**src/rtl/seg_arbiter.sv**
```systemverilog
`default_nettype none
// ============================================================================
//  Module      : seg_arbiter
//  Description : Round-robin arbiter sharing the 16-bit seven-segment display
//                value among NREQ requesters. A winner's value is latched and
//                held for HOLD_CYCLES cycles, then the winner gets a done pulse.
//  Revision    : 1.0 - initial release
// ============================================================================
module seg_arbiter #(
    parameter int NREQ        = 2,
    parameter int HOLD_CYCLES = 50_000_000
) (
    input  logic                      clk,
    input  logic                      rst,
    input  logic [NREQ-1:0]           req,
    input  logic [NREQ*16-1:0]        req_data,
    output logic [NREQ-1:0]           gnt,
    output logic [NREQ-1:0]           done,
    output logic [15:0]               data_seg,
    output logic                      busy,
    output logic [$clog2(NREQ)-1:0]   owner
);

    localparam int CNT_W = $clog2(HOLD_CYCLES + 1);
    localparam int OWN_W = $clog2(NREQ);

    // Counter load value: the gnt cycle itself is the first of the hold cycles.
    localparam logic [CNT_W-1:0] C_HOLD_LOAD = CNT_W'(HOLD_CYCLES - 1);
    localparam logic [OWN_W-1:0] C_LAST_REQ  = OWN_W'(NREQ - 1);
    // With a one-cycle hold, done must coincide with gnt.
    localparam logic             C_ONE_CYCLE = (HOLD_CYCLES == 1);

    typedef enum logic [0:0] {
        IDLE = 1'b0,
        HOLD = 1'b1
    } state_t;

    state_t            state_q,  state_d;
    logic [OWN_W-1:0]  rr_ptr_q, rr_ptr_d;
    logic [CNT_W-1:0]  cnt_q,    cnt_d;
    logic [OWN_W-1:0]  owner_q,  owner_d;
    logic              busy_q,   busy_d;
    logic [15:0]       data_q,   data_d;
    logic [NREQ-1:0]   gnt_q,    gnt_d;
    logic [NREQ-1:0]   done_q,   done_d;

    logic              found_w;
    logic [OWN_W-1:0]  sel_w;

    // Round-robin pick: first asserted request at or above rr_ptr, wrapping.
    always_comb begin
        found_w = 1'b0;
        sel_w   = '0;
        for (int i = 0; i < NREQ; i++) begin
            if (!found_w && req[(int'(rr_ptr_q) + i) % NREQ]) begin
                found_w = 1'b1;
                sel_w   = OWN_W'((int'(rr_ptr_q) + i) % NREQ);
            end
        end
    end

    // Next-state and registered-output logic for the IDLE/HOLD controller.
    always_comb begin
        state_d  = state_q;
        rr_ptr_d = rr_ptr_q;
        cnt_d    = cnt_q;
        owner_d  = owner_q;
        busy_d   = busy_q;
        data_d   = data_q;
        gnt_d    = '0;
        done_d   = '0;
        case (state_q)
            IDLE: begin
                if (found_w) begin
                    data_d        = req_data[16*int'(sel_w) +: 16];
                    gnt_d[sel_w]  = 1'b1;
                    done_d[sel_w] = C_ONE_CYCLE;
                    owner_d       = sel_w;
                    busy_d        = 1'b1;
                    cnt_d         = C_HOLD_LOAD;
                    state_d       = HOLD;
                end
            end
            HOLD: begin
                if (cnt_q != '0) begin
                    cnt_d = cnt_q - 1'b1;
                    // done is registered, so raise it on the edge where cnt reaches 0.
                    if (cnt_q == CNT_W'(1)) begin
                        done_d[owner_q] = 1'b1;
                    end
                end else begin
                    rr_ptr_d = (owner_q == C_LAST_REQ) ? '0 : owner_q + 1'b1;
                    busy_d   = 1'b0;
                    state_d  = IDLE;
                end
            end
            default: begin
                state_d = IDLE;
            end
        endcase
    end

    // State register with synchronous reset; a reset mid-hold discards the value.
    always_ff @(posedge clk) begin
        if (rst) begin
            state_q  <= IDLE;
            rr_ptr_q <= '0;
            cnt_q    <= '0;
            owner_q  <= '0;
            busy_q   <= 1'b0;
            data_q   <= 16'h0000;
            gnt_q    <= '0;
            done_q   <= '0;
        end else begin
            state_q  <= state_d;
            rr_ptr_q <= rr_ptr_d;
            cnt_q    <= cnt_d;
            owner_q  <= owner_d;
            busy_q   <= busy_d;
            data_q   <= data_d;
            gnt_q    <= gnt_d;
            done_q   <= done_d;
        end
    end

    assign gnt      = gnt_q;
    assign done     = done_q;
    assign data_seg = data_q;
    assign busy     = busy_q;
    assign owner    = owner_q;

endmodule
`default_nettype wire

```
**config.mk**
```make
export PLATFORM = sky130hd
export DESIGN_NAME = seg_arbiter
export DESIGN_NICKNAME = d
export VERILOG_FILES = /design/src/rtl/seg_arbiter.sv
export SDC_FILE = /design/constraint.sdc
export NUM_CORES = 1
export LEC_CHECK = 0
export ABC_CLOCK_PERIOD_IN_PS = 3100
export CAP_MARGIN = 20
export CORE_UTILIZATION = 30
export CTS_BUF_LIST = sky130_fd_sc_hd__clkbuf_16
export CTS_CLUSTER_DIAMETER = 40
export DETAILED_ROUTE_END_ITERATION = 12
export PLACE_DENSITY = 0.61
export SLEW_MARGIN = 20
export SYNTH_ARGS = -nofsm -noshare
export SYNTH_HDL_FRONTEND = slang
export SYNTH_SLANG_ARGS = --single-unit
export TNS_END_PERCENT = 10
```
**constraint.sdc**
```tcl
create_clock -name clk -period 3.1 [get_ports clk]
set_clock_uncertainty 0.05 [all_clocks]
set_input_delay 0.62 -clock clk [delete_from_list [all_inputs] [get_ports clk]]
set_output_delay 0.62 -clock clk [all_outputs]
set_load 0.02 [all_outputs]
```
* After elaboration in Yosys (flattened, before gate mapping)
Index checks and enable logic that the tools add are counted.
W data, S select, Z words.
** Word-level totals
- Output and inout port bits :: 22
- Flip-flop bits (word level) :: 50
- Word-level logic and storage cells :: 62
- Bits of input ports :: 36
** Cells by class
- $lt $le $gt $ge :: 6
- Bitwise logic cells :: 4
- Reductions and logical operators :: 10
- Muxes and demuxes :: 26
- Shifts and indexed selects :: 1
- Add/subtract/negate cells :: 3
- Eq/ne operators :: 4
** Operator list (count)
- $mux W26 :: 2
- $pmux W26 S2 :: 1
- $shiftx A32 B6 Y16 :: 1
- $eq A26 B1 Y1 const B :: 1
- $reduce_bool A26 Y1 :: 1
- $sub A26 B1 Y26 const B :: 1
- $mux W1 :: 16
- $reduce_and A2 Y1 :: 4
- $lt A1 B2 Y1 const B :: 3
- $mux W2 :: 2
- $ne A2 B2 Y1 const B :: 2
- $pmux W1 S2 :: 2
- $pmux W2 S2 :: 1
- $logic_and A1 B1 Y1 :: 3
- $lt A2 B3 Y1 const B :: 1
- $not A1 Y1 :: 3
- $reduce_or A3 Y1 :: 1
- $add A1 B1 Y1 const B :: 2
- $demux W1 S1 :: 2
- $ge A1 B1 Y1 const B :: 2
- $ne A2 B1 Y1 const B :: 1
- $and A1 B1 Y1 const A :: 1
- $logic_not A1 Y1 :: 1

* Longest topological paths before layout
- Word-level depth :: 11
- Mapped depth :: 9
- Depth with buffers taken out :: 7

* Least setup slack after synthesis
OpenSTA, ideal clock, no wires.
- Path type :: flip-flop to flip-flop
- Start point :: register cnt_q[0]
- End point :: register cnt_q[4]
- Arrival :: 2.191 ns
- Library setup time :: 0.142 ns
- Path buffers :: 2
- Stages on the path, launching flop included :: 10
- Required time :: 2.908 ns
- Slack :: 0.717 ns
- Period minus slack after synthesis :: 2.383 ns
- Path through :: dfxtp_1 inv_1 ha_1 or3b_2 or3_1 buf_6 o21a_1 buf_2 a211oi_1 a311oi_1
** Between the ends
- Cells in the longest elaborated chain, start to end :: 3
- Elaborated cells on any way between the ends :: 6
- Those cells by class :: add/sub (1); eq/ne (1); mux (2); reduce/logical (2)
** Ends and longest elaborated chain
- start: declaration :: RTL line 40 : logic [CNT_W-1:0] cnt_q, cnt_d;
- start signal: assignment :: RTL line 117 : cnt_q <= cnt_d;
- $sub A26 B1 Y26 / $reduce_bool A26 Y1 (equally long branches) :: RTL line 86, 85
- $mux W26 / $ne A2 B1 Y1 (equally long branches)
- $pmux W26 S2 / $reduce_and A2 Y1 (equally long branches)
Parallel ways exist; a longest one is shown, timed or not. The select of a mux whose other input is x is not followed.
A chain may end at the register's enable or synchronous reset.

* Worst setup path after layout
- Start point :: register cnt_q[0]
- End point :: register cnt_q[6]
The elaborated chain is that of the path after synthesis.

==> reports/qor.csv <==
stage;metric;value;unit
outcome;status;finished, final reports clean;
hold_path;min_from;owner;
route;avgRoutedWirePerCell;14.2;µm
synth;synth_top_family_by_area;simple AND/OR/NAND/NOR gates;
sta;drv_slew;0;
synth;synth_top_area_frac;0.414;
synth;yosysSeqAreaShare;0.414;
synth;synth_mux_area_frac;0.0704;
sta;post-route-min-period;2.60;ns
synth;synth_fa_ha_area_frac;0.0103;
synth;synth_largest_area_cell;dfxtp_1;
finish;final_core_utilization;0.424;
synth;syn_inst;270;
critical_path;r2r-end;cnt_q[6];
route;drt_iter0_drc;93;
power_and_ir_drop;power;0.00176;W
clock_network;post_cts_buffers;0;
critical_path;crit_path_max_incr_delay;0.51;ns
clock_network;clock-sinks;50;
synth;ys.flop_type;dfxtp_1;
critical_path;crit_path_max_fanout;11;
critical_path;cpMaxStageDelayCell;or3_1;
floorplan;fp.dieW;91.8;µm
power_and_ir_drop;ir_worst_vdd;0.000317;V
synth;synth_cell_types;46;
sta;hold_viol;0;
floorplan;dieHeight;91.8;µm
place;placed_cell_area;3120;µm²
sta;timing.fmax;384;MHz
floorplan;row_count;32;
floorplan;core;7770;µm²
floorplan;initial_core_util;0.311;
clock_network;cts_hold_buffers;0;
clock_network;cts_tree;yes;
clock_network;clock_latency;0.29;ns
clock_network;cts-root-buf;clkbuf_16;
synth;ys_ff_latch;50;
sta;timing.final.crit_share;0.840;
finish;drive_gt1_frac;0.0970;
route;first_pass_iters;4;
route;via_per_inst;5.19;
clock_network;path_clk_slew;0.07;ns
critical_path;r2r-start;cnt_q[0];
place;dp_hpwl;4.25;mm
finish;design_area;3300;µm²
global_routing;grt_usage;0.156;
critical_path;crit_path_cell_trace;inv_1 > ha_1 > or3b_2 > or3_1 > o21a_1 > a311o_1 > nand3_1;
route;num_vias;2244;
synth;yosysWarnings;0;
synth;synthArstFlopShare;0;
critical_path;end_kind;register;
critical_path;reg2reg_depth;7;
power_and_ir_drop;leakagePower;1.24;nW
critical_path;crit_start;cnt_q[0];
sta;finalSetupViolations;0;
critical_path;r2r_slack;0.50;ns
floorplan;die-area;8430;µm²
sta;tightest_slew;0.643;ns
job;max_cap_violations;0;
sta;rsz0062_at_grt;no;
critical_path;critical_path_arrival;2.79;ns
synth;yosys.area_share.simple;0.231;
place;portBuffers;57;
clock_network;cts_resized;0;
power_and_ir_drop;power_density;533;nW/µm²
hold_path;whs_path_depth;2;
global_routing;grt_first_pass_wirelength;10.5;mm
route;drtAntennaViolNets;0;
global_routing;overflow;0;
synth;synth-xor-area-share;0.0253;
finish;syn2layout_area_growth;36.3;%
synth;synth_area_leaders;dfxtp_1 (41%), mux2i_1 (7.0%), a211oi_1 (6.5%);
global_routing;grt_max_degree;41;
synth;synth_edf_count;0;
critical_path;worst-setup-path-type;register to register;
critical_path;start_kind;register;
clock_network;numCtsBuffers;5;
global_routing;grt_pass1_vias;2165;
finish;fillerInstances;777;
route;wirelength;6.12;mm
route;drc;0;
clock_network;cts_max_level;2;
hold_path;min_to;done[1];
finish;nets;367;
clock_network;cts_buffer_depth;2;
sta;fin_setup_tns;0;ns
synth;synth-compound-area-share;0.211;
hold_path;hold_class;register to register;
critical_path;required;3.29;ns
synth;syn_avg_cell_area;8.96;µm²
synth;synthesis.nets;308;
global_routing;antenna_found_initial;0;
finish;antennaDiodeCount;0;
floorplan;io_pins;58;
sta;slew_headroom;0.568;
place;globalplace.congestion;0.781;
synth;syn_area;2420;µm²
==> area by class of cell <==
type                    count  area, µm²  share of cell area
multi-input cells         198       1330               0.404
flip-flops and latches     50       1000               0.304
repair buffers             65        631               0.191
well taps                 102        128              0.0387
clock buffers               5        125              0.0380
clock inverters             3       47.5              0.0144
inverters                   9       33.8              0.0102
==> worst max-delay path by stage <==
stage,to,slack [ns],cells after the start
after floorplan,cnt_q[4],0.72,9
after global placement,cnt_q[6],0.61,7
after detailed placement,cnt_q[6],0.54,7
after CTS,cnt_q[6],0.52,7
after global routing,cnt_q[4],0.32,7
final,cnt_q[6],0.50,7
==> per-layer routing <==
| metal | GRT usage | part of all wire | wire, µm |
|---|---|---|---|
| met3 | 0.0580 | 0.081 | 498 |
| met2 | 0.250 | 0.44 | 2670 |
| met1 | 0.196 | 0.47 | 2890 |
| met4 | 0.0404 | 0.0090 | 55 |
| met5 | 0 | 0 | 0 |
==> worst max-delay path: cells and delay by family (launching register included) <==
family	cells	cell delay, ns
AO/OA/AOI/OAI	2	0.75
adder cells (fa/ha/maj)	1	0.22
buffers and inverters	1	0.08
flip-flops	1	0.38
AND/OR/NAND/NOR	3	1.06
==> cells by family (layout without fill, tap and decap cells) <==
logic type	after synthesis	after routing
and+or+nand+nor	101	101
AOI/OAI and AO/OA	71	71
DFF	50	50
buffers and inverters	22	82
muxes	17	17
xor gates and xnor gates	7	7
adders and majority gates	2	2
==> where the power goes <==
group | switching (W) | internal (W)
Combinational | 0.000191 | 0.000174
Clock | 0.000254 | 0.000385
Sequential | 0.0000550 | 0.000698
Total | 0.000500 | 0.00126
==> placed cells by master (no fill, tap or decap), types with 8 or more instances in the layout <==
cell	n
mux2i_1	17
nor2_1	36
a211oi_1	21
or3_1	9
inv_1	9
dfxtp_1	50
a21oi_1	11
clkdlybuf4s50_1	57
buf_4	8
nor4_1	9
==> flip-flops by register name, summed over array words and instances (netlist names) <==
name / flops
busy: 1
cnt_q: 26
data_seg: 16
done: 2
gnt: 2
owner: 1
rr_ptr_q: 1
state_q: 1
==> synth_stat cells (7+ instances only) <==
master     n
clkbuf_1   7
nor2_1    37
mux2i_1   17
a211oi_1  21
or3_1      9
or4_1      7
inv_1      9
a21oi_1   11
o21ai_0    8
dfxtp_1   50
nor4_1     9
nor3_1     7
==> through the flow <==
step / hold slack, ns / setup slack, ns / std cells
floorplan: 0.396 / 0.717 / 270
global placement: 0.415 / 0.614 / 424
detailed placement: 0.410 / 0.544 / 424
CTS: 0.429 / 0.522 / 432
global route: 0.466 / 0.321 / 432
finish: 0.428 / 0.496 / 432
Power figures use the tool's default switching activity.
